==> config.mk <==
export PLATFORM = sky130hd
export DESIGN_NAME = shared_counter_ctrl
export DESIGN_NICKNAME = d
export VERILOG_FILES = /design/src/rtl/shared_cnt_pkg.sv /design/src/rtl/shared_counter_ctrl_group_decode.sv /design/src/rtl/shared_counter_ctrl.sv
export SDC_FILE = /design/constraint.sdc
export NUM_CORES = 1
export LEC_CHECK = 0
export CORE_MARGIN = 2
export CORE_UTILIZATION = 41
export DETAILED_ROUTE_END_ITERATION = 12
export PLACE_DENSITY = 0.82
export RECOVER_POWER = 25
export SETUP_SLACK_MARGIN = 0.5
export SLEW_MARGIN = 20
export SYNTH_ARGS = -nofsm -noshare
export SYNTH_HDL_FRONTEND = slang
export SYNTH_SLANG_ARGS = --single-unit
==> constraint.sdc <==
create_clock -name clk -period 2.45 [get_ports clk]
set_input_delay 0.49 -clock clk [delete_from_list [all_inputs] [get_ports clk]]
set_output_delay 0.49 -clock clk [all_outputs]
set_load 0.02 [all_outputs]
==> src/rtl/shared_cnt_pkg.sv <==
// Shared definitions for the shared counter controller: subcounter command
// encodings, request op codes and the controller state type.
package shared_cnt_pkg;

  localparam logic [1:0] CMD_CLR  = 2'b00;
  localparam logic [1:0] CMD_INC  = 2'b01;
  localparam logic [1:0] CMD_HOLD = 2'b10;

  localparam logic OP_INC = 1'b0;
  localparam logic OP_CLR = 1'b1;

  typedef enum logic [1:0] {
    INIT  = 2'd0,
    IDLE  = 2'd1,
    ISSUE = 2'd2
  } state_t;

endpackage

==> src/rtl/shared_counter_ctrl_group_decode.sv <==
// group_decode: combinational group extent, id legality and carry lookahead
// for a request aimed at the group whose base subcounter is req_id.
module group_decode
  import shared_cnt_pkg::*;
#(
  parameter int granularity = 4,
  parameter int NUM_SUB     = 4
) (
  input  logic [NUM_SUB-2:0]                   bound_mask,
  input  logic [$clog2(NUM_SUB)-1:0]           req_id,
  input  logic [NUM_SUB-1:0][granularity-1:0]  sub_data,
  output logic [NUM_SUB-1:0]                   member,
  output logic                                 legal,
  output logic [NUM_SUB-1:0]                   inc_en,
  output logic                                 all_ones
);

  // starts[i]: subcounter i is the base of some group (sub 0 always is)
  logic [NUM_SUB-1:0] starts;
  logic [NUM_SUB-1:0] sub_full;
  logic               in_grp;
  logic               carry;

  assign starts = {bound_mask, 1'b1};

  for (genvar g = 0; g < NUM_SUB; g++) begin : g_full
    assign sub_full[g] = &sub_data[g];
  end

  // Walk upward from the base: membership ends at the next group start, and
  // the carry into each member is the AND of all-ones of the members below it.
  always_comb begin
    member = '0;
    inc_en = '0;
    legal  = 1'b0;
    in_grp = 1'b0;
    carry  = 1'b1;
    for (int i = 0; i < NUM_SUB; i++) begin
      if (i == int'(req_id)) begin
        in_grp = 1'b1;
        legal  = starts[i];
      end else if (starts[i]) begin
        in_grp = 1'b0;
      end
      member[i] = in_grp;
      inc_en[i] = in_grp & carry;
      if (in_grp) carry = carry & sub_full[i];
    end
    all_ones = carry;
  end

endmodule

==> src/rtl/shared_counter_ctrl.sv <==
// Command controller for an array of subcounters partitioned into groups.
// Optional SHARED_CNT_OVF_STICKY_EN adds a sticky per-group ovf_status port.
module shared_counter_ctrl
  import shared_cnt_pkg::*;
#(
  parameter int granularity = 4,
  parameter int NUM_SUB     = 4
) (
  input  logic                             clk,
  input  logic                             rst_n,
  input  logic                             req_valid,
  output logic                             req_ready,
  input  logic                             req_op,
  input  logic [$clog2(NUM_SUB)-1:0]       req_id,
  input  logic [NUM_SUB-2:0]               bound_mask,
  input  logic [granularity*NUM_SUB-1:0]   sub_data_in,
  output logic [2*NUM_SUB-1:0]             sub_command_out,
  output logic                             ovf,
  output logic                             req_err
`ifdef SHARED_CNT_OVF_STICKY_EN
  ,
  output logic [NUM_SUB-1:0]               ovf_status
`endif
);

  state_t                               state;
  logic [NUM_SUB-1:0][1:0]              cmd_q;
  logic [NUM_SUB-1:0][1:0]              next_cmd;
  logic [NUM_SUB-1:0][granularity-1:0]  sub_data;
  logic [NUM_SUB-1:0]                   member;
  logic [NUM_SUB-1:0]                   inc_en;
  logic                                 legal;
  logic                                 all_ones;
  logic                                 accept;

  assign sub_data        = sub_data_in;
  assign sub_command_out = cmd_q;
  assign accept          = (state == IDLE) && req_valid && req_ready;

  group_decode #(
    .granularity (granularity),
    .NUM_SUB     (NUM_SUB)
  ) u_decode (
    .bound_mask (bound_mask),
    .req_id     (req_id),
    .sub_data   (sub_data),
    .member     (member),
    .legal      (legal),
    .inc_en     (inc_en),
    .all_ones   (all_ones)
  );

  // An illegal id is consumed but leaves every subcounter on hold
  always_comb begin
    next_cmd = '0;
    for (int i = 0; i < NUM_SUB; i++) begin
      next_cmd[i] = CMD_HOLD;
      if (legal && member[i])
        next_cmd[i] = (req_op == OP_CLR) ? CMD_CLR :
                      (inc_en[i] ? CMD_INC : CMD_HOLD);
    end
  end

  // Reset drives CLR so the unreset subcounters are zeroed through INIT
  always_ff @(posedge clk or negedge rst_n) begin
    if (!rst_n) begin
      state     <= INIT;
      req_ready <= 1'b0;
      cmd_q     <= {NUM_SUB{CMD_CLR}};
      ovf       <= 1'b0;
      req_err   <= 1'b0;
    end else begin
      case (state)
        INIT: begin
          state     <= IDLE;
          req_ready <= 1'b1;
          cmd_q     <= {NUM_SUB{CMD_HOLD}};
        end
        IDLE: begin
          if (accept) begin
            state     <= ISSUE;
            req_ready <= 1'b0;
            cmd_q     <= next_cmd;
            ovf       <= legal && (req_op == OP_INC) && all_ones;
            req_err   <= !legal;
          end
        end
        ISSUE: begin
          state     <= IDLE;
          req_ready <= 1'b1;
          cmd_q     <= {NUM_SUB{CMD_HOLD}};
          ovf       <= 1'b0;
          req_err   <= 1'b0;
        end
        default: begin
          state     <= INIT;
          req_ready <= 1'b0;
          cmd_q     <= {NUM_SUB{CMD_CLR}};
          ovf       <= 1'b0;
          req_err   <= 1'b0;
        end
      endcase
    end
  end

`ifdef SHARED_CNT_OVF_STICKY_EN
  always_ff @(posedge clk or negedge rst_n) begin
    if (!rst_n) begin
      ovf_status <= '0;
    end else if (accept && legal) begin
      if (req_op == OP_CLR)
        ovf_status[req_id] <= 1'b0;
      else if (all_ones)
        ovf_status[req_id] <= 1'b1;
    end
  end
`endif

endmodule

==> impl.org, run 1 <==
** Timing
- For the final database, setup skew stands at 0.00115 ns.
- Fmax :: 550 MHz
- In the final timing run, aggregate negative setup slack is 0 ns.
- Max-slew violation count :: 0
- Headroom to the max-slew limit came out at 0.601.
- The number of hold violations in the final report was 0.
- Smallest hold slack :: approximately 0.5 ns
- Setup violations remaining at the end of the flow were counted as 0.
- Of the available clock period, the critical path in the final layout requires 0.742.
- Setup repair after global routing missed its margin :: no
- Final critical path time including I/O delays and setup :: 1.82 ns
- For the pin with the worst max-slew slack, the measured transition is 0.596 ns.

** Yosys
- The Yosys step of the flow raised 0 warnings.
- Summing every instance area after synthesis gives between 700 and 800 µm².
- Number of synthesized register bits :: 13
- The area fraction in compound gates after synthesis is 0.232.
- Number of nets produced by synthesis :: between 90 and 100
- Of the synthesized area, sequential elements account for 0.464.
- Of the total synthesized cell area, the portion taken by AND, OR, NAND and NOR gates is 0.230.
- Largest family of logic cells by synthesized area :: compound AO/OA/AOI/OAI gates
- Gate count of the mapped netlist :: between 60 and 70
- Of the total synthesized cell area, the portion taken by full adders, half adders and majority gates is 0.
- Fraction of synthesized area in multiplexers :: 0.0304
- Number of distinct library cells after synthesis :: 27
- After synthesis, the mean cell area works out to 10.3 µm².
- XOR/XNOR share of the synthesized area :: 0

** Global route
- Pin count of the biggest net entering global routing :: 14
- The first global-routing pass estimated 2780 µm of wire.
- Across every metal layer, demand over resource in global routing totals 0.190.
- The number of antenna violations at the first check in global routing is 0.
- Number of global-route vias before repair :: between 600 and 700
- Congestion Overflow GR :: 0

** Routing
- For this block, the routed nets add up to 1770 µm of wire.
- The detail route stage leaves a number of antenna-violating nets equal to 0.
- 1st-iter DRT viols :: 6
- Total number of vias :: 692
- Dividing the detail-routed wire length by the instance count gives approximately 14 µm.
- DRC Markers :: 0
- Before antenna repair, the detailed router went through 2 iterations.
- Dividing the detail-routed via count by the number of cells gives 5.63.

** Clocking
- Clock insertion delay at the later pin of the skew report :: 0.27 ns
- Counting the buffers created by CTS gives 3.
- Number of buffers inserted for hold repair after clock tree synthesis :: 0
- TritonCTS clock tree :: yes
- The clock passes through at most 2 buffers.
- Clock transition at the registers of the reported paths :: 0.08 ns
- Buffers inserted by post-CTS timing repair :: 0
- In this run, post-CTS repair resized a total of 0 instances.
- In this run the number of H-tree levels came out at 1.
- Clk root buf :: sky130_fd_sc_hd__clkbuf_4
- TritonCTS Sinks :: 13

** Critical path
- Endpoint kind of the worst setup timing path :: flop
- For the worst setup path, the data required time is 2.59 ns.
- CP max-delay cell :: sky130_fd_sc_hd__clkdlybuf4s50_1
- Gate family responsible for the most delay along the worst path :: compound AO/OA/AOI/OAI gates
- In this run the worst path has a maximum fanout of 6.
- STA classifies the critical path startpoint as an input port.
- The startpoint identified for the worst register-to-register timing path is state[0].
- At the worst endpoint, the arrival time is 1.96 ns.
- The signal on the critical path passes through clkdlybuf4s50_1, nand2b_1, a32oi_1, a21boi_2, o221ai_1.
- The worst setup path is of the input port to flop kind.
- Counting both buffers and inverters, the worst setup path holds a total of 1.
- Stage delay of the slowest cell on the critical path :: roughly 0.52 ns
- Reg2reg setup slack :: 1.14 ns
- In this run the worst setup path begins at req_id[0].

** Final layout
- FF+latch area :: 325 µm²
- Fill cells in the final layout number between 100 and 150.
- Diodes inserted :: 0
- Final #Nets :: 133
- Proportion of layout cells with a drive suffix above 1 :: 0.0841
- The area growth from synthesis to layout is 56.1%.
- Summing all multi-input logic gate instances after layout gives 345 µm².

** Floorplan
- Full die area :: 2060 µm²
- For this design the top-level I/O count stands at 36.
- The floorplan has 14 rows.
- The core region is 1560 µm².
- Initial core utilization :: 0.449
- Measured along the y axis, the die boundary spans ~45 µm.
- Die boundary width :: roughly 45 µm

** Status
- The flow ran to the end, and the final reports show no timing, DRC or antenna violations.

** Power
- After layout, the design draws a total of 915 µW.
- Power spread over the standard cell area amounts to ~840 nW/µm².
- In this run the static leakage power is 0.000457 µW.
- VDD sags by at most 0.000745 V.

** Flow run
- Max-cap violation count :: 0

** Place
- Number of input and output port buffers inserted :: 35
- The HPWL after detailed placement is between 1000 and 1500 µm.
- Placer Congestion :: 0.796

** Min path
- The path class of the tightest hold or removal check is flop to flop.
- Hold wc startpoint :: sub_command_out[4]
synth_stat cells (all sizes together):
cell,count,area (µm²)
o2bb2ai,1,8.76
a22o,3,26.3
o211ai,2,15.0
and2,2,15.0
inv,5,18.8
nand4b,1,8.76
or3,1,6.26
o21ai,3,15.0
a211oi,1,12.5
o221ai,1,8.76
and4,1,8.76
nor3b,3,33.8
mux2,1,11.3
buf,1,11.3
a31oi,1,6.26
nand4,3,18.8
a32oi,1,8.76
nand2,6,22.5
a21oi,2,10.0
mux2i,1,10.0
a21boi,1,11.3
nor2,6,22.5
a32o,4,40.0
dfrtp,13,325
nand2b,4,25.0
sequential cells by signal, summed over array words and instances, names as in the netlist:
| signal | cells |
|---|---|
| ovf | 1 |
| req_err | 1 |
| req_ready | 1 |
| state | 2 |
| sub_command_out | 8 |
logic make-up after synthesis:
logic type / count (synthesis)
AND/OR/NAND/NOR: 27
AO/OA/AOI/OAI: 20
flip-flops: 13
buffers and inverters: 6
multiplexers: 2
per-stage QoR:
stage	instances	instance area, µm²	utilization	setup WS [ns]
2_1_floorplan	68	701	-	0.969
3_3_place_gp	119	1070	0.685	0.398
3_5_place_dp	119	1070	0.685	0.343
4_1_cts	123	1090	0.701	0.632
5_1_grt	123	1090	0.701	0.591
6_report	123	1090	0.701	0.632
power breakdown:
part | switching, µW | internal [µW]
sequential | 52.5 | 281
combinational | 221 | 232
clock | 65.8 | 62.9
total | 339 | 576
cell usage in the layout (no fill, tap or decap):
cell                              netlist  final
sky130_fd_sc_hd__and4_1                 1      1
sky130_fd_sc_hd__clkdlybuf4s50_1        0     33
sky130_fd_sc_hd__and2_4                 1      1
sky130_fd_sc_hd__a22o_1                 3      3
sky130_fd_sc_hd__mux2i_1                1      1
sky130_fd_sc_hd__a21oi_1                2      2
sky130_fd_sc_hd__a211oi_2               1      1
sky130_fd_sc_hd__o221ai_1               1      1
sky130_fd_sc_hd__nor3b_1                2      2
sky130_fd_sc_hd__buf_4                  0      1
sky130_fd_sc_hd__o2bb2ai_1              1      1
sky130_fd_sc_hd__and2_1                 1      1
sky130_fd_sc_hd__nor2_1                 6      6
sky130_fd_sc_hd__dfrtp_1               13     13
sky130_fd_sc_hd__a32o_1                 4      4
sky130_fd_sc_hd__nand2_1                6      6
sky130_fd_sc_hd__nand4_1                3      3
sky130_fd_sc_hd__or3_1                  1      1
sky130_fd_sc_hd__a32oi_1                1      1
sky130_fd_sc_hd__inv_1                  5      5
sky130_fd_sc_hd__mux2_2                 1      1
sky130_fd_sc_hd__o211ai_1               2      2
sky130_fd_sc_hd__nand2b_1               4      4
sky130_fd_sc_hd__o21ai_0                3      3
sky130_fd_sc_hd__clkbuf_1               0      1
sky130_fd_sc_hd__clkbuf_4               0      3
sky130_fd_sc_hd__a31oi_1                1      1
sky130_fd_sc_hd__nor3b_4                1      1
sky130_fd_sc_hd__dlygate4sd3_1          0      2
sky130_fd_sc_hd__nand4b_1               1      1
sky130_fd_sc_hd__a21boi_2               1      1
cell type report:
| type | count | share of cell area |
|---|---|---|
| clock buffer | 4 | 0.0240 |
| multi-input combinational | 49 | 0.316 |
| inverter | 5 | 0.0172 |
| sequential | 13 | 0.297 |
| tap | 16 | 0.0183 |
| timing repair buffer | 36 | 0.327 |
worst paths after layout:
| kind | end | cells after the start |
|---|---|---|
| worst max register to register | sub_command_out[3] | 4 |
| max in group asynchronous | sub_command_out[2] | 1 |
| min in group asynchronous | state[1] | 1 |
| worst max-delay path | sub_command_out[7] | 5 |
| worst min register to register | sub_command_out[4] | 1 |
| worst min-delay path | sub_command_out[4] | 1 |
metal layers:
layer,GRT usage,part of all wire,vias up
met4,0.0588,0.0074,0
met2,0.326,0.48,30
met1,0.235,0.43,323
met5,0,0,-
met3,0.0440,0.076,4
li1,-,-,335
worst register-to-register path, delay by kind of cell (launching register included):
kind,cells,cell delay [ns]
AO/OA/AOI/OAI,3,0.62
flip-flops,1,0.44
buffers and inverters,1,0.14
Note: power is estimated with default switching activity, not from simulation.
==> run 2: changes to the inputs <==
--- a/config.mk
+++ b/config.mk
@@ -6,9 +6,9 @@
 export NUM_CORES = 1
 export LEC_CHECK = 0
 export CORE_MARGIN = 2
-export CORE_UTILIZATION = 41
+export CORE_UTILIZATION = 34
 export DETAILED_ROUTE_END_ITERATION = 12
-export PLACE_DENSITY = 0.82
+export PLACE_DENSITY = 0.73
 export RECOVER_POWER = 25
 export SETUP_SLACK_MARGIN = 0.5
 export SLEW_MARGIN = 20
==> constraint.sdc (replaced) <==
create_clock -name clk -period 1.6 [get_ports clk]
set_input_delay 0.32 -clock clk [delete_from_list [all_inputs] [get_ports clk]]
set_output_delay 0.32 -clock clk [all_outputs]
set_load 0.02 [all_outputs]
==> run 2 against run 1 <==
Utilization increased by 3.1 points. Die area up 19%. Cell count is 33% higher. Critical path type is now flop to flop. Largest power group unchanged. Highest routed layer unchanged.
==> impl.org, run 2 (synthesis gave the netlist of run 1 again) <==
** Timing
- Final critical path time including I/O delays and setup :: 1.29 ns
- Final setup violation count :: 0 (unchanged)
- Max-slew violation count :: 0 (unchanged)
- Fmax :: ~780 MHz
- Setup repair after global routing missed its margin :: yes
- The number of hold violations in the final report came to 0 (unchanged).
- The worst max-slew margin expressed relative to the limit was 0.510 (-0.0917).
- The smallest setup slack after layout is 0.311 ns (-0.321 ns).
- Measured slew at the worst slew-check pin :: 0.735 ns (+0.140 ns)
- Maximum clock skew at final layout :: 0.00936 ns (+0.00821 ns)
- Share of the clock period used by the worst path :: 0.806

** Final layout
- Finished Core Util :: 0.733 (+0.0313)
- The count of antenna diodes in the layout is 0 (unchanged).
- The filler cell count is 139 (+4.5%).
- Final #Nets :: 162 (+22%)
- Proportion of layout cells with a drive suffix above 1 :: 0.507 (+0.423)
- Most common cell after layout, fill and taps aside :: sky130_fd_sc_hd__buf_4
- Highest-count cells in the layout ignoring fill and taps :: 27 x sky130_fd_sc_hd__buf_4, 14 x sky130_fd_sc_hd__dlygate4sd2_1, 12 x sky130_fd_sc_hd__buf_6
- The flip-flop count of the largest register after layout came to 8 (unchanged).
- Syn-to-layout area delta :: 105%
- The post-route cell area was 1440 µm² (+31%).

** Routing
- The starting DRC count in detailed routing was 14 (+8).
- Vias per Instance :: 5.21 (-7.3%)
- The total detailed-routing wirelength is 2440 µm (+38%).
- The detailed-route via count came to 850 (+23%).
- The number of DRC violations after detailed routing is 0 (unchanged).
- The length of the first detailed-routing pass in iterations is 4 (+2).
- Detail-routed net length per standard cell :: 15.0 µm (+4.1%)
- The number of routed nets with antenna violations came to 0 (unchanged).

** Floorplan
- Y dimension of the die :: 49.4 µm (+8.9%)
- The die area is 2440 µm² (+19%).
- The initial standard-cell utilization of the core is 0.357 (-0.0923).
- The horizontal die dimension is 49.4 µm (+8.9%).
- The total core area came to 1960 µm² (+26%).
- The top-level I/O count was 36 (unchanged).
- The placement row count was 16 (+2).

** Clocking
- Clock transition at the registers of the reported paths :: 0.07 ns (about the same)
- The tree is rooted in a sky130_fd_sc_hd__clkbuf_4.
- The number of levels in the clock H-tree is 1 (unchanged).
- The clock latency reported for the late side of the worst-skew pair is 0.28 ns (about the same).
- The largest buffer count on any clock path was 2 (unchanged).
- The post-cts hold buffer count came to 0 (unchanged).
- The sink count of the clock tree is 13 (unchanged).
- The number of buffers created by CTS was 3 (unchanged).
- TritonCTS built the clock tree.

** Critical path
- Critical path startpoint category :: flop
- Cell chain of the critical path :: buf_4, nand4b_1, nor2_2, and2_4, a32o_1
- Endpoint kind of the worst setup timing path :: flop
- CP max-delay cell :: sky130_fd_sc_hd__dfrtp_1
- The worst-case reg-to-reg path depth was 5 (+1).
- The critical path's largest stage delay is 0.41 ns (-0.11 ns).
- Arrival time at the worst endpoint :: 1.45 ns (-0.51 ns)
- The data required time of the critical path is 1.76 ns (-0.83 ns).
- Crit Path Max Fanout :: 4 (-2)
- The worst setup path is of the flop to flop kind.

** Global route
- Number of global-route vias before repair :: 917 (+35%)
- Wire length of the first global-routing pass :: 4120 µm (+48%)
- Pin count of the biggest net entering global routing :: 14 (unchanged)
- The number of antenna violations at the first check in global routing is 0 (unchanged).
- GRT Overall Usage :: 0.220 (+0.0301)
- Congestion Overflow GR :: 0 (unchanged)

** Status
- The run finished with clean final reports.

** Min path
- The cell count of the worst hold path came to 1 (unchanged).
- In this run the worst hold path is classified as flop to flop.

** Power
- Overall power :: 1790 µW (+95%)
- Pwr/cell area :: 1240 nW/µm² (+48%)
- The peak supply drop is 0.00124 V (+66%).
- The static leakage power is 0.000677 µW (+48%).

** Place
- Area post-placement :: 1250 µm² (+17%)
- Placer Congestion :: 0.815 (+2.4%)
- Number of input and output port buffers inserted :: 35 (unchanged)
- HPWL after detailed placement :: 1750 µm (+21%)
- The pre-CTS setup slack was -0.258 ns (-0.601 ns).

** Flow run
- The max-cap violation count is 0 (unchanged).
==> run 2: cell types whose count changed in the layout (fill, tap and decap cells not counted), sizes merged <==
cell           before  now
clkbuf              4    5
clkdlybuf4s50      33    6
clkdlybuf4s15       0    3
dlygate4sd3         2    1
dlygate4sd2         0   14
buf                 1   40
==> run 2: per-stage QoR <==
stage | hold WS (ns) | TNS, ns | instances
6_report | 0.532 | 0 | 163
5_1_grt | 0.558 | 0 | 163
4_1_cts | 0.361 | 0 | 158
3_5_place_dp | 0.471 | -1.71 | 142
3_3_place_gp | 0.481 | -1.42 | 142
2_1_floorplan | 0.0244 | 0 | 68
==> run 2: what timing repair did <==
action                                  in CTS  in global routing
buffers inserted                            12                  5
pin swaps                                   11                  4
cloned                                       0                  0
endpoints found under the setup margin      23                 23
gates resized for setup                     93                  7
==> run 2: area by class of cell <==
type                            instances  area, µm²  share of cell area
Timing Repair Buffer                   65        588               0.409
Multi-Input combinational cell         49        440               0.306
Clock buffer                            4       26.3              0.0183
Sequential cell                        13        328               0.228
Tap cell                               27       33.8              0.0235
Inverter                                5       21.3              0.0148
==> run 2: per-layer routing <==
layer	track usage	part of all wire
met5	0	0
met4	0.0556	0.0062
met3	0.0706	0.075
met2	0.390	0.52
met1	0.254	0.40
==> run 2: critical path, delay by kind of cell, from the launching register on <==
family	cells	cell delay (ns)
AO/OA/AOI/OAI	1	0.25
AND/OR/NAND/NOR	3	0.37
flip-flops	1	0.41
buffers and inverters	1	0.15
==> run 2: power breakdown <==
group | internal [µW] | switching [µW] | leakage [µW]
Clock | 96.8 | 101 | 0.0000150
Combinational | 597 | 458 | 0.000502
Sequential | 435 | 97.6 | 0.000160
==> run 2: worst paths after layout <==
path,end,slack (ns),from
max reg2reg,ovf,0.31,state[0]
max in group asynchronous,req_ready,0.48,rst_n
max,ovf,0.31,state[0]
min,sub_command_out[3],0.53,sub_command_out[3]
min in group asynchronous,sub_command_out[2],0.60,rst_n
min reg2reg,sub_command_out[3],0.53,sub_command_out[3]
